**src/rtl/mips_ctrl_pkg.sv**
```systemverilog
// Shared encodings for the multi-cycle MIPS control path:
// opcodes, FSM states and datapath mux/ALU selects.
package mips_ctrl_pkg;

    localparam logic [5:0] OP_RTYPE = 6'b000000;
    localparam logic [5:0] OP_J     = 6'b000010;
    localparam logic [5:0] OP_BEQ   = 6'b000100;
    localparam logic [5:0] OP_ADDI  = 6'b001000;
    localparam logic [5:0] OP_LW    = 6'b100011;
    localparam logic [5:0] OP_SW    = 6'b101011;

    typedef enum logic [3:0] {
        S_FETCH    = 4'd0,
        S_DECODE   = 4'd1,
        S_MEMADR   = 4'd2,
        S_MEMREAD  = 4'd3,
        S_MEMWB    = 4'd4,
        S_MEMWRITE = 4'd5,
        S_EXECUTE  = 4'd6,
        S_ALUWB    = 4'd7,
        S_BRANCH   = 4'd8,
        S_ADDIEXEC = 4'd9,
        S_ADDIWB   = 4'd10,
        S_JUMP     = 4'd11
    } state_e;

    localparam logic [1:0] ALU_ADD   = 2'b00;
    localparam logic [1:0] ALU_SUB   = 2'b01;
    localparam logic [1:0] ALU_FUNCT = 2'b10;

    localparam logic [1:0] SRCB_B      = 2'b00;
    localparam logic [1:0] SRCB_FOUR   = 2'b01;
    localparam logic [1:0] SRCB_IMM    = 2'b10;
    localparam logic [1:0] SRCB_IMM_SH = 2'b11;

    localparam logic [1:0] PC_ALU    = 2'b00;
    localparam logic [1:0] PC_ALUOUT = 2'b01;
    localparam logic [1:0] PC_JUMP   = 2'b10;

    function automatic logic is_mem_state(input state_e s);
        return (s == S_FETCH) || (s == S_MEMREAD) || (s == S_MEMWRITE);
    endfunction

endpackage

```
**src/rtl/mc_wait_timer.sv**
```systemverilog
// Saturating count of consecutive stalled memory cycles with a
// sticky timeout flag; the access itself is never abandoned.
module mc_wait_timer
    import mips_ctrl_pkg::*;
#(
    parameter int MAX_WAIT = 15
) (
    input  logic clk,
    input  logic rst,
    input  logic mem_state_i,
    input  logic mem_ready_i,
    output logic timeout_o
);

    localparam logic [7:0] MAX_W = 8'(MAX_WAIT);

    logic [7:0] cnt_q, cnt_d;
    logic       to_q, to_d;
    logic       stall;

    assign stall = mem_state_i && !mem_ready_i;

    always_comb begin
        cnt_d = 8'd0;
        if (stall) begin
            cnt_d = (cnt_q == 8'hFF) ? cnt_q : cnt_q + 8'd1;
        end
        // a ready cycle never increments, so it can never raise the flag
        to_d = to_q || (stall && (cnt_d == MAX_W));
    end

    always_ff @(posedge clk or negedge rst) begin
        if (!rst) begin
            cnt_q <= 8'd0;
            to_q  <= 1'b0;
        end else begin
            cnt_q <= cnt_d;
            to_q  <= to_d;
        end
    end

    assign timeout_o = to_q;

endmodule

```
**src/rtl/multicycle_controller.sv**
```systemverilog
// Main control FSM of the multi-cycle MIPS core: sequences the shared
// memory, ALU and holding registers for lw/sw/R-type/beq/addi/j.
module multicycle_controller
    import mips_ctrl_pkg::*;
#(
    parameter int MAX_WAIT = 15
) (
    input  logic       clk,
    input  logic       rst,
    input  logic [5:0] opcode,
    input  logic       mem_ready,
    output logic       pc_write,
    output logic       branch,
    output logic       iord,
    output logic       mem_read,
    output logic       mem_write,
    output logic       ir_write,
    output logic       reg_write,
    output logic       reg_dst,
    output logic       mem_to_reg,
    output logic       alu_src_a,
    output logic [1:0] alu_src_b,
    output logic [1:0] alu_op,
    output logic [1:0] pc_src,
    output logic       illegal_op,
    output logic       mem_timeout,
    output logic [3:0] state_dbg
);

    state_e state_q, state_d;

    always_ff @(posedge clk or negedge rst) begin
        if (!rst) state_q <= S_FETCH;
        else      state_q <= state_d;
    end

    always_comb begin
        state_d    = state_q;
        pc_write   = 1'b0;
        branch     = 1'b0;
        iord       = 1'b0;
        mem_read   = 1'b0;
        mem_write  = 1'b0;
        ir_write   = 1'b0;
        reg_write  = 1'b0;
        reg_dst    = 1'b0;
        mem_to_reg = 1'b0;
        alu_src_a  = 1'b0;
        alu_src_b  = SRCB_B;
        alu_op     = ALU_ADD;
        pc_src     = PC_ALU;
        illegal_op = 1'b0;
        unique case (state_q)
            S_FETCH: begin
                mem_read  = 1'b1;
                alu_src_b = SRCB_FOUR;
                ir_write  = mem_ready;
                pc_write  = mem_ready;
                if (mem_ready) state_d = S_DECODE;
            end
            S_DECODE: begin
                alu_src_b = SRCB_IMM_SH;
                case (opcode)
                    OP_LW, OP_SW: state_d = S_MEMADR;
                    OP_RTYPE:     state_d = S_EXECUTE;
                    OP_BEQ:       state_d = S_BRANCH;
                    OP_ADDI:      state_d = S_ADDIEXEC;
                    OP_J:         state_d = S_JUMP;
                    default: begin
                        state_d    = S_FETCH;
                        illegal_op = 1'b1;
                    end
                endcase
            end
            S_MEMADR: begin
                alu_src_a = 1'b1;
                alu_src_b = SRCB_IMM;
                state_d   = (opcode == OP_LW) ? S_MEMREAD : S_MEMWRITE;
            end
            S_MEMREAD: begin
                mem_read = 1'b1;
                iord     = 1'b1;
                if (mem_ready) state_d = S_MEMWB;
            end
            S_MEMWB: begin
                reg_write  = 1'b1;
                mem_to_reg = 1'b1;
                state_d    = S_FETCH;
            end
            S_MEMWRITE: begin
                mem_write = 1'b1;
                iord      = 1'b1;
                if (mem_ready) state_d = S_FETCH;
            end
            S_EXECUTE: begin
                alu_src_a = 1'b1;
                alu_op    = ALU_FUNCT;
                state_d   = S_ALUWB;
            end
            S_ALUWB: begin
                reg_write = 1'b1;
                reg_dst   = 1'b1;
                state_d   = S_FETCH;
            end
            S_BRANCH: begin
                alu_src_a = 1'b1;
                alu_op    = ALU_SUB;
                branch    = 1'b1;
                pc_src    = PC_ALUOUT;
                state_d   = S_FETCH;
            end
            S_ADDIEXEC: begin
                alu_src_a = 1'b1;
                alu_src_b = SRCB_IMM;
                state_d   = S_ADDIWB;
            end
            S_ADDIWB: begin
                reg_write = 1'b1;
                state_d   = S_FETCH;
            end
            S_JUMP: begin
                pc_write = 1'b1;
                pc_src   = PC_JUMP;
                state_d  = S_FETCH;
            end
            default: state_d = S_FETCH;
        endcase
        // outputs are held quiet for the whole reset assertion
        if (!rst) begin
            pc_write   = 1'b0;
            ir_write   = 1'b0;
            mem_read   = 1'b0;
            alu_src_b  = SRCB_B;
            illegal_op = 1'b0;
        end
    end

    mc_wait_timer #(
        .MAX_WAIT(MAX_WAIT)
    ) u_wait (
        .clk        (clk),
        .rst        (rst),
        .mem_state_i(is_mem_state(state_q)),
        .mem_ready_i(mem_ready),
        .timeout_o  (mem_timeout)
    );

    assign state_dbg = state_q;

endmodule

```
**config.mk**
```make
export PLATFORM = sky130hd
export DESIGN_NAME = multicycle_controller
export DESIGN_NICKNAME = d
export VERILOG_FILES = /design/src/rtl/mips_ctrl_pkg.sv /design/src/rtl/mc_wait_timer.sv /design/src/rtl/multicycle_controller.sv
export SDC_FILE = /design/constraint.sdc
export NUM_CORES = 1
export LEC_CHECK = 0
export ABC_AREA = 1
export BUFFER_PORTS_ARGS = -buffer_cell sky130_fd_sc_hd__buf_2
export CAP_MARGIN = 20
export CORE_ASPECT_RATIO = 1.1
export CORE_MARGIN = 4
export CORE_UTILIZATION = 51
export CTS_CLUSTER_DIAMETER = 100
export DETAILED_ROUTE_END_ITERATION = 7
export PLACE_DENSITY = 0.79
export REMOVE_ABC_BUFFERS = 1
export SYNTH_ARGS = -nofsm -noshare
export SYNTH_HDL_FRONTEND = slang
export SYNTH_SLANG_ARGS = --single-unit
export TNS_END_PERCENT = 30
```
**constraint.sdc**
```tcl
create_clock -name clk -period 1.5 [get_ports clk]
set_input_delay 0.15 -clock clk [delete_from_list [all_inputs] [get_ports clk]]
set_output_delay 0.15 -clock clk [all_outputs]
set_load 0.01 [all_outputs]
```
==> results of run 1 <==
==> state kept, by name, summed over array words and instances, names as in the netlist <==
name and flops:
u_wait.timeout_o 1, state_dbg 4, u_wait.cnt_q 8
==> stage by stage <==
step	std cells	instance area, µm²	total power, µW	setup WS [ns]	hold slack [ns]
3_5_place_dp	230	1270	1170	0.0200	0.123
6_report	244	1470	1650	-0.133	0.209
2_1_floorplan	167	1040	915	0.111	-0.146
3_3_place_gp	230	1270	1150	0.0762	0.113
4_1_cts	239	1360	1460	-0.135	0.207
5_1_grt	244	1470	1760	-0.198	0.240
==> final timing paths <==
| kind | start | end | cells after the start |
|---|---|---|---|
| worst max-delay path | state_dbg[3] | alu_src_a | 6 |
| worst min-delay path | opcode[2] | state_dbg[3] | 3 |
| worst max register to register | state_dbg[2] | u_wait.timeout_o | 9 |
| worst min register to register | u_wait.timeout_o | u_wait.timeout_o | 2 |
| max in group asynchronous | rst | state_dbg[1] | 3 |
| min in group asynchronous | rst | u_wait.cnt_q[7] | 3 |
==> cells in the mapped netlist <==
cell	n
nor2_2	3
a31oi_1	2
inv_1	32
dfrtp_1	13
nand2_2	3
o22ai_1	1
nand3_4	1
or2_2	1
a21oi_1	4
ha_1	1
a211oi_1	1
o21ai_0	9
nand2_4	1
nor2_1	26
nand3b_1	3
nand4_1	1
and2_2	1
nor3_1	3
nor2_4	2
or3_1	1
buf_4	1
nand2_1	41
nand3_1	17
==> final cells by class <==
cell class                      instances  area, µm²
Multi-Input combinational cell        122        677
Fill cell                             136        388
Sequential cell                        13        329
Timing Repair Buffer                   46        288
Inverter                               32        120
Tap cell                               27       33.8
Clock buffer                            4       26.3
==> power groups by stage <==
stage / logic [µW] / clock network (µW) / registers [µW]
6_report: 962 / 215 / 471
3_3_place_gp: 691 / 0 / 455
4_1_cts: 785 / 217 / 454
5_1_grt: 1050 / 234 / 476
2_1_floorplan: 449 / 0 / 466
3_5_place_dp: 714 / 0 / 456
==> logic make-up (layout without fill, tap and decap cells) <==
group | after synthesis | after routing | share of synthesized area [%]
AO/OA/AOI/OAI | 17 | 17 | 8.73
adder cells (fa/ha/maj) | 1 | 1 | 1.20
buffers and inverters | 33 | 82 | 12.2
flip-flops | 13 | 13 | 31.1
AND/OR/NAND/NOR | 104 | 104 | 46.8
==> worst max-delay path, cell delays in order, from the launching register on <==
cell,delay (ns)
dfrtp_1,0.43
inv_2,0.12
nor2_2,0.05
inv_2,0.08
nor2_2,0.05
or3_1,0.34
buf_2,0.15
==> placed cells by master, fill, tap and decap left out, types with 4 or more instances in the layout <==
cell type and count:
nor2_4 4, inv_2 6, inv_1 26, buf_4 11, nand2_2 8, o21ai_0 7, nor2_2 9, buf_2 30
nor2_1 18, buf_6 4, nand3_1 15, a21oi_1 4, nand2_1 33, nand2_4 4, dfrtp_1 10
==> what timing repair did <==
action / in CTS / in global routing
setup buffers: 4 / 5
setup endpoints to repair: 6 / 17
hold buffers: 1 / 0
hold endpoints to repair: 13 / 0
gates cloned: 0 / 0
gates resized for setup: 13 / 29
pin swaps: 2 / 12
==> layer usage <==
metal	global-route usage (%)	share of wire, %
met5	0	0
met4	15.8	3.5
met3	1.88	3.7
met2	37.6	54
met1	23.6	39
==> results_tabular.tex, run 1 <==
\begin{tabular}{lr}
\hline
Metric & Value \\
\hline
\multicolumn{2}{l}{\textbf{Synthesis}} \\
Portion of the post-synthesis area used by sequential elements & 31.1\% \\
Top cells by area, synth & dfrtp\_1 (31\%), nand2\_1 (15\%), inv\_1 (11\%) \\
Count of synthesis-stage warnings from yosys & 0 \\
Number of distinct library cell variants in the gate-level netlist after synthesis & 23 \\
Post-Synthesis Cell Area & 1050 µm² \\
Fraction of synthesized cell area taken by the top area cell type & 31.1\% \\
Area leader, netlist & dfrtp\_1 \\
Number of register bits inferred by synthesis & 13 \\
Synthesized instance count & 168 \\
Mean cell area of the mapped netlist & 6.23 µm² \\
\multicolumn{2}{l}{\textbf{Power}} \\
Areal power density over the cells & 1120 nW/µm² \\
Combinational group share of total power & 58.4\% \\
Part of the total power dissipated in sequential elements & 28.6\% \\
Static leakage power & 0.000830 µW \\
Switching share of power & 44.8\% \\
Cell-internal power & 909 µW \\
Clock network fraction of total power & 13.0\% \\
Switching Power & 739 µW \\
Maximum resistive drop on vdd & 901 µV \\
\multicolumn{2}{l}{\textbf{Global route}} \\
Remaining global-route overflow & 0 \\
Wire length of the first global-routing pass & 4.90 mm \\
Pin count of the biggest net entering global routing & 14 \\
GRT Util Overall & 21.6\% \\
Antenna violations before repair & 0 \\
Via count of the first global-routing pass & 1263 \\
\multicolumn{2}{l}{\textbf{STA}} \\
Peak Freq & 612 MHz \\
Hold Violations, Final & 0 \\
Setup tns final & -0.544 ns \\
Worst slew margin relative to its limit & 79.1\% \\
Final setup violating endpoints & 8 \\
Setup Skew & 0.00492 ns \\
Unrepaired setup endpoints after global routing & true \\
Final Max Tran Viols & 0 \\
Final worst-path cycle share & 109\% \\
Worst-case setup margin in the final layout & -0.133 ns \\
Actual slew at the worst max-slew pin & 0.311 ns \\
Final worst path period need & 1.63 ns \\
\multicolumn{2}{l}{\textbf{Clock tree}} \\
Clock sink count & 13 \\
Clock root buffer master & clkbuf\_4 \\
Later-pin clock latency in the skew report & 0.28 ns \\
Clock slew at reported path FFs & 0.08 ns \\
CTS tree & yes \\
CTS buffer count & 3 \\
H-tree levels & 1 \\
Buffer levels on the longest clock path & 2 \\
\multicolumn{2}{l}{\textbf{Place}} \\
Port Buffers & 30 \\
Routability congestion estimate from global placement & 0.846 \\
Detailed Place HPWL & 2.23 mm \\
\multicolumn{2}{l}{\textbf{Floorplanning}} \\
Rows & 16 \\
Number of I/O pins & 31 \\
Area inside the core boundary & 1860 µm² \\
Initial standard-cell utilization of the core & 56.2\% \\
Die Y-Extent & 55.5 µm \\
Die width & 51.2 µm \\
Die area & 2840 µm² \\
\multicolumn{2}{l}{\textbf{Cells and area}} \\
Fin util & 79.2\% \\
Share of layout cells above drive strength 1 & 41.0\% \\
Post-layout net count & 228 \\
Diodes inserted & 0 \\
Signed area change from the synthesized netlist to the final layout & 40.9\% \\
\multicolumn{2}{l}{\textbf{Route}} \\
DR WL/cell & 12.7 µm \\
Number of optimization iterations in the first detailed-route pass & 4 \\
Detail-routed via count per cell & 5.29 \\
Routed wire length & 3.09 mm \\
Post-detailed-route DRC marker count & 0 \\
Residual antenna-violating net count after detailed routing & 0 \\
Overall via count from detail\_route & 1291 \\
Iter 0 DRT Violations & 22 \\
\multicolumn{2}{l}{\textbf{Outcome}} \\
Violations in the final reports & negative setup slack \\
Run status & finished with violations \\
\multicolumn{2}{l}{\textbf{Critical path}} \\
Nature of the critical path startpoint & register \\
Endpoint type of the worst setup path & output port \\
Worst reg-to-reg setup slack & -0.01 ns \\
Arr. time, crit path & 1.48 ns \\
Endpoint required time on the critical path & 1.35 ns \\
Crit path max fanout & 3 \\
Category of the critical setup timing path & register to output port \\
\multicolumn{2}{l}{\textbf{Flow run}} \\
Number of max-capacitance violations reported & 0 \\
\multicolumn{2}{l}{\textbf{Min path}} \\
Worst hold path type & input pin to register \\
\hline
\end{tabular}
(Power assumes the default switching activity.)
==> run 2: changes to the inputs <==
--- a/config.mk
+++ b/config.mk
@@ -10,10 +10,11 @@
 export CAP_MARGIN = 20
 export CORE_ASPECT_RATIO = 1.1
 export CORE_MARGIN = 4
-export CORE_UTILIZATION = 51
+export CORE_UTILIZATION = 45
 export CTS_CLUSTER_DIAMETER = 100
 export DETAILED_ROUTE_END_ITERATION = 7
-export PLACE_DENSITY = 0.79
+export HOLD_SLACK_MARGIN = 0.03
+export PLACE_DENSITY = 0.71
 export REMOVE_ABC_BUFFERS = 1
 export SYNTH_ARGS = -nofsm -noshare
 export SYNTH_HDL_FRONTEND = slang
==> results_tabular.tex, run 2 (synthesized netlist as in run 1, its figures left out) <==
\begin{tabular}{lr}
\hline
Metric & Value \\
\hline
\multicolumn{2}{l}{\textbf{Power}} \\
Static leakage power & 0.000814 µW \\
Switching Power & 721 µW \\
Combinational group share of total power & 57.2\% \\
Areal power density over the cells & 1120 nW/µm² \\
Clock network fraction of total power & 12.8\% \\
Switching share of power & 44.8\% \\
Maximum resistive drop on vdd & 799 µV \\
Cell-internal power & 889 µW \\
Part of the total power dissipated in sequential elements & 30.1\% \\
\multicolumn{2}{l}{\textbf{STA}} \\
Final worst-path cycle share & 108\% \\
Final Max Tran Viols & 0 \\
Setup tns final & -0.411 ns \\
Hold Violations, Final & 0 \\
Unrepaired setup endpoints after global routing & true \\
Setup Skew & 0.00271 ns \\
Final setup violating endpoints & 8 \\
Peak Freq & 618 MHz \\
Final worst path period need & 1.62 ns \\
Worst slew margin relative to its limit & 78.5\% \\
Worst-case setup margin in the final layout & -0.117 ns \\
WHS & 0.269 ns \\
Actual slew at the worst max-slew pin & 0.323 ns \\
\multicolumn{2}{l}{\textbf{Critical path}} \\
Reg2reg path depth & 9 \\
Crit path max fanout & 5 \\
Arr. time, crit path & 1.47 ns \\
Category of the critical setup timing path & register to output port \\
Nature of the critical path startpoint & register \\
Worst reg-to-reg setup slack & 0.01 ns \\
R2R Path Start & state\_dbg[2] \\
Start point of the critical path & state\_dbg[0] \\
Endpoint type of the worst setup path & output port \\
R2R Path End & u\_wait.timeout\_o \\
Endpoint required time on the critical path & 1.35 ns \\
\multicolumn{2}{l}{\textbf{Route}} \\
Overall via count from detail\_route & 1227 \\
DR WL/cell & 12.4 µm \\
Number of optimization iterations in the first detailed-route pass & 4 \\
Residual antenna-violating net count after detailed routing & 0 \\
Iter 0 DRT Violations & 40 \\
Detail-routed via count per cell & 5.09 \\
Post-detailed-route DRC marker count & 0 \\
Routed wire length & 2.98 mm \\
\multicolumn{2}{l}{\textbf{Min path}} \\
Worst min-delay path endpoint & state\_dbg[0] \\
Number of cells on the worst hold path & 4 \\
Source of the worst hold timing path & mem\_ready \\
Worst hold path type & input pin to register \\
\multicolumn{2}{l}{\textbf{Clock tree}} \\
CTS tree & yes \\
CTS buffer count & 3 \\
Clock root buffer master & clkbuf\_4 \\
Later-pin clock latency in the skew report & 0.26 ns \\
Clock slew at reported path FFs & 0.08 ns \\
Buffer levels on the longest clock path & 2 \\
H-tree levels & 1 \\
Clock sink count & 13 \\
\multicolumn{2}{l}{\textbf{Floorplanning}} \\
Rows & 18 \\
Die Y-Extent & 58.6 µm \\
Number of I/O pins & 31 \\
Die area & 3160 µm² \\
Die width & 54.0 µm \\
Initial standard-cell utilization of the core & 46.9\% \\
Area inside the core boundary & 2230 µm² \\
\multicolumn{2}{l}{\textbf{Cells and area}} \\
Post-route cell area & 1430 µm² \\
Fin util & 64.3\% \\
Share of layout cells above drive strength 1 & 37.4\% \\
Signed area change from the synthesized netlist to the final layout & 37.1\% \\
Register name with the most flops & u\_wait.cnt\_q \\
Highest-count cells in the layout ignoring fill and taps & nand2\_1 (37), buf\_2 (29), inv\_1 (24) \\
Number of standard cells in the final layout excluding fillers & 241 \\
Max FFs per register & 8 \\
Most common library cell in the layout ignoring fill and taps & nand2\_1 \\
Post-layout net count & 222 \\
Diodes inserted & 0 \\
Filler Cell Count & 196 \\
\multicolumn{2}{l}{\textbf{Place}} \\
Detailed Place HPWL & 2.18 mm \\
Inst Count DP & 229 \\
Port Buffers & 30 \\
Routability congestion estimate from global placement & 0.868 \\
Post-place instance area & 1240 µm² \\
\multicolumn{2}{l}{\textbf{Global route}} \\
Remaining global-route overflow & 0 \\
Via count of the first global-routing pass & 1154 \\
GRT Util Overall & 19.5\% \\
Pin count of the biggest net entering global routing & 15 \\
Antenna violations before repair & 0 \\
Wire length of the first global-routing pass & 4.72 mm \\
\multicolumn{2}{l}{\textbf{Outcome}} \\
Run status & finished with violations \\
Violations in the final reports & negative setup slack \\
\multicolumn{2}{l}{\textbf{Flow run}} \\
Number of max-capacitance violations reported & 0 \\
\hline
\end{tabular}
[run 2: routing by layer]
layer	track usage (%)	wire, µm	share of wire, %	vias up
met5	0	0	0	-
met4	7.12	58	1.9	0
met3	2.03	126	4.2	6
li1	-	-	-	611
met1	23.0	1180	40	562
met2	35.5	1620	54	48
[run 2: layout make-up]
cell class | instances | area (µm²) | area share (%)
repair buffers | 40 | 234 | 16.3
flip-flops and latches | 13 | 329 | 22.9
inverters | 32 | 120 | 8.38
well taps | 30 | 37.5 | 2.62
multi-input cells | 122 | 687 | 47.9
clock buffers | 4 | 26.3 | 1.83
[run 2: worst max path at each step]
stage                       end  slack, ns  cells past startpoint
2_1_floorplan         alu_src_a       0.11                      5
3_3_place_gp          alu_src_a       0.06                      5
4_1_cts               alu_src_a      -0.16                      5
3_5_place_dp   u_wait.timeout_o       0.01                     11
6_report              alu_src_a      -0.12                      5
5_1_grt               alu_src_a      -0.20                      5
[run 2: metrics by stage]
| stage | setup slack, ns | power, µW |
|---|---|---|
| global placement | 0.0608 | 1130 |
| floorplan | 0.111 | 915 |
| detailed placement | 0.0111 | 1150 |
| CTS | -0.161 | 1460 |
| finish | -0.117 | 1610 |
| global route | -0.204 | 1740 |
[run 2: power groups by stage]
stage                     clock network [µW]  registers, µW  logic [µW]
after floorplan                            0            466         449
after global placement                     0            456         674
after detailed placement                   0            458         688
after CTS                                213            457         791
after global routing                     231            496        1020
final                                    205            484         920
[run 2: repair_timing]
| action | 4_1_cts | 5_1_grt |
|---|---|---|
| setup endpoints to repair | 7 | 18 |
| endpoints found under the hold margin | 13 | 0 |
| gates resized for setup | 13 | 25 |
| hold buffers | 1 | 0 |
| pin swaps | 1 | 5 |
| buffers inserted | 5 | 2 |
[run 2: worst max-delay path, cell delays in order (launching register included)]
cell and delay, ns:
dfrtp_2 0.46, inv_2 0.09, nand2_4 0.10, nor2_4 0.06
or3_1 0.35, buf_2 0.14
==> run 3: changes to the inputs <==
--- a/config.mk
+++ b/config.mk
@@ -11,12 +11,12 @@
 export CORE_ASPECT_RATIO = 1.1
 export CORE_MARGIN = 4
 export CORE_UTILIZATION = 45
-export CTS_CLUSTER_DIAMETER = 100
 export DETAILED_ROUTE_END_ITERATION = 7
 export HOLD_SLACK_MARGIN = 0.03
-export PLACE_DENSITY = 0.71
+export PLACE_DENSITY = 0.7
 export REMOVE_ABC_BUFFERS = 1
 export SYNTH_ARGS = -nofsm -noshare
 export SYNTH_HDL_FRONTEND = slang
+export SYNTH_HIERARCHICAL = 1
 export SYNTH_SLANG_ARGS = --single-unit
 export TNS_END_PERCENT = 30
==> results_tabular.tex, run 3 <==
\begin{tabular}{lr}
\hline
Metric & Value \\
\hline
\multicolumn{2}{l}{\textbf{Outcome}} \\
Run status & finished with violations \\
Violations in the final reports & negative setup slack \\
\multicolumn{2}{l}{\textbf{Place}} \\
Detailed Place HPWL & 2.41 mm \\
Routability congestion estimate from global placement & 0.884 \\
Post-place instance area & 1410 µm² \\
Port Buffers & 30 \\
Inst Count DP & 253 \\
\multicolumn{2}{l}{\textbf{Synthesis}} \\
Fraction of synthesized cell area taken by the top area cell type & 29.2\% \\
Number of enable-type register cells in the synthesized netlist & 0 \\
Mean cell area of the mapped netlist & 6.22 µm² \\
Synthesized instance count & 179 \\
Most numerous cell in the Yosys netlist & nand2\_1 \\
Top cells by area, synth & dfrtp\_1 (29\%), nand2\_1 (14\%), inv\_1 (10\%) \\
Area leader, netlist & dfrtp\_1 \\
Portion of the post-synthesis area used by sequential elements & 29.2\% \\
Number of register bits inferred by synthesis & 13 \\
Commonest register cell after synthesis & dfrtp\_1 \\
Fraction of registers with async set/reset & 100\% \\
Synth top cells by count & nand2\_1 (43), inv\_1 (30), nor2\_1 (29) \\
Post-Synthesis Cell Area & 1110 µm² \\
Count of synthesis-stage warnings from yosys & 6 \\
Number of distinct library cell variants in the gate-level netlist after synthesis & 23 \\
\multicolumn{2}{l}{\textbf{Floorplanning}} \\
Number of I/O pins & 31 \\
Die Y-Extent & 60.2 µm \\
Die width & 55.4 µm \\
Rows & 18 \\
Initial standard-cell utilization of the core & 48.5\% \\
Die area & 3340 µm² \\
Area inside the core boundary & 2300 µm² \\
\multicolumn{2}{l}{\textbf{STA}} \\
Setup Skew & 0.00433 ns \\
Setup tns final & -0.843 ns \\
Peak Freq & 605 MHz \\
Final Max Tran Viols & 0 \\
Worst slew margin relative to its limit & 60.1\% \\
Final setup violating endpoints & 11 \\
WHS & 0.258 ns \\
Final worst-path cycle share & 110\% \\
Unrepaired setup endpoints after global routing & true \\
Hold Violations, Final & 0 \\
Worst-case setup margin in the final layout & -0.153 ns \\
Final worst path period need & 1.65 ns \\
Actual slew at the worst max-slew pin & 0.597 ns \\
\multicolumn{2}{l}{\textbf{Power}} \\
Areal power density over the cells & 1140 nW/µm² \\
Static leakage power & 0.000963 µW \\
Maximum resistive drop on vdd & 838 µV \\
\multicolumn{2}{l}{\textbf{Route}} \\
Iter 0 DRT Violations & 33 \\
DR WL/cell & 13.2 µm \\
Post-detailed-route DRC marker count & 0 \\
Number of optimization iterations in the first detailed-route pass & 4 \\
Detail-routed via count per cell & 5.04 \\
Routed wire length & 3.51 mm \\
Residual antenna-violating net count after detailed routing & 0 \\
Overall via count from detail\_route & 1346 \\
\multicolumn{2}{l}{\textbf{Cells and area}} \\
Max FFs per register & 8 \\
Filler Cell Count & 190 \\
Diodes inserted & 0 \\
Most common library cell in the layout ignoring fill and taps & nand2\_1 \\
Share of layout cells above drive strength 1 & 43.5\% \\
Post-route cell area & 1670 µm² \\
Fin util & 72.7\% \\
Sequential standard cell area & 328 µm² \\
Number of standard cells in the final layout excluding fillers & 267 \\
Signed area change from the synthesized netlist to the final layout & 49.9\% \\
Highest-count cells in the layout ignoring fill and taps & nand2\_1 (41), buf\_2 (29), inv\_1 (24) \\
Multi-input logic area & 761 µm² \\
Register name with the most flops & u\_wait/cnt\_q \\
Post-layout net count & 248 \\
\multicolumn{2}{l}{\textbf{Global route}} \\
Met2 Use GR & 42.9\% \\
GR Layer Usage met3 & 1.30\% \\
Remaining global-route overflow & 0 \\
Global-route met1 utilization & 20.4\% \\
Antenna violations before repair & 0 \\
Via count of the first global-routing pass & 1321 \\
Wire length of the first global-routing pass & 5.43 mm \\
Grt peak-use layer & met2 \\
GRT Util Overall & 20.6\% \\
Pin count of the biggest net entering global routing & 14 \\
\multicolumn{2}{l}{\textbf{Min path}} \\
Worst hold path type & input pin to register \\
Worst min-delay path endpoint & u\_wait/cnt\_q[2] \\
Number of cells on the worst hold path & 4 \\
Source of the worst hold timing path & mem\_ready \\
\multicolumn{2}{l}{\textbf{Clock tree}} \\
H-tree levels & 1 \\
CTS tree & yes \\
Later-pin clock latency in the skew report & 0.28 ns \\
Buffer levels on the longest clock path & 2 \\
CTS buffer count & 3 \\
Clock sink count & 13 \\
Clock slew at reported path FFs & 0.08 ns \\
Clock root buffer master & clkbuf\_4 \\
\multicolumn{2}{l}{\textbf{Critical path}} \\
Crit path max fanout & 3 \\
Nature of the critical path startpoint & register \\
Worst reg-to-reg setup slack & -0.12 ns \\
R2R Path End & u\_wait/timeout\_o \\
Category of the critical setup timing path & register to output port \\
Reg2reg path depth & 13 \\
Endpoint type of the worst setup path & output port \\
Endpoint required time on the critical path & 1.35 ns \\
R2R Path Start & state\_dbg[2] \\
Arr. time, crit path & 1.50 ns \\
\multicolumn{2}{l}{\textbf{Flow run}} \\
Number of max-capacitance violations reported & 0 \\
\hline
\end{tabular}
run 3: changes by cell type after synthesis, moves of 3 or more:
| cell | delta |
|---|---|
| nor3_1 | -3 |
| nand3_1 | +3 |
| inv_2 | +4 |
| o21ai_0 | -4 |
| nor2_1 | +3 |
| nand2_2 | +5 |
run 3: worst max-delay path: stages, from the launching register on:
cell and delay, ns:
dfrtp_1 0.44, nor2_2 0.17, buf_6 0.13, nand2_4 0.06
nor2_4 0.08, nand4_1 0.09, nor2_1 0.12, buf_2 0.14
run 3: cell families after synthesis:
family / share of synthesized area, %
AOI/OAI and AO/OA: 6.29
xor gates and xnor gates: 0.787
adders and majority gates: 1.12
buffers and inverters: 12.5
DFF: 29.2
and+or+nand+nor: 50.1
run 3: how the worst max path moves through the flow:
stage	startpoint	endpoint	slack, ns	depth (start not counted)
3_3_place_gp	u_wait/cnt_q[0]	u_wait/timeout_o	0.04	8
5_1_grt	state_dbg[2]	u_wait/timeout_o	-0.20	13
3_5_place_dp	u_wait/cnt_q[0]	u_wait/timeout_o	-0.04	10
2_1_floorplan	state_dbg[2]	u_wait/timeout_o	0.02	13
6_report	state_dbg[2]	illegal_op	-0.15	7
4_1_cts	state_dbg[3]	illegal_op	-0.09	7
run 3: power breakdown:
| group | internal (µW) | switching [µW] | total (µW) |
|---|---|---|---|
| Combinational | 536 | 692 | 1230 |
| Clock | 103 | 116 | 219 |
| Sequential | 400 | 56.1 | 456 |
run 3: routing by layer:
layer | share of wire (%) | up-vias
met1 | 36 | 623
met3 | 4.2 | 15
met5 | 0 | -
li1 | - | 663
met2 | 55 | 45
met4 | 4.1 | 0
run 3: cell type report:
cell class | instances | area share, %
well taps | 30 | 2.25
multi-input cells | 131 | 45.6
flip-flops and latches | 13 | 19.6
repair buffers | 54 | 22.6
clock buffers | 4 | 1.57
inverters | 35 | 8.40
run 3: per-stage QoR:
step	setup WS (ns)	total power, µW
global placement	0.0361	1300
global route	-0.197	2030
floorplan	0.0198	956
finish	-0.153	1900
detailed placement	-0.0424	1320
CTS	-0.0942	1730
run 3: repair_timing:
action                                  CTS  global route
hold buffers                              1             0
endpoints found under the setup margin   12            15
resized for setup                        31            20
pin swaps                                10            13
hold endpoints to repair                 13             0
setup buffers                             5             3
gates cloned                              0             1
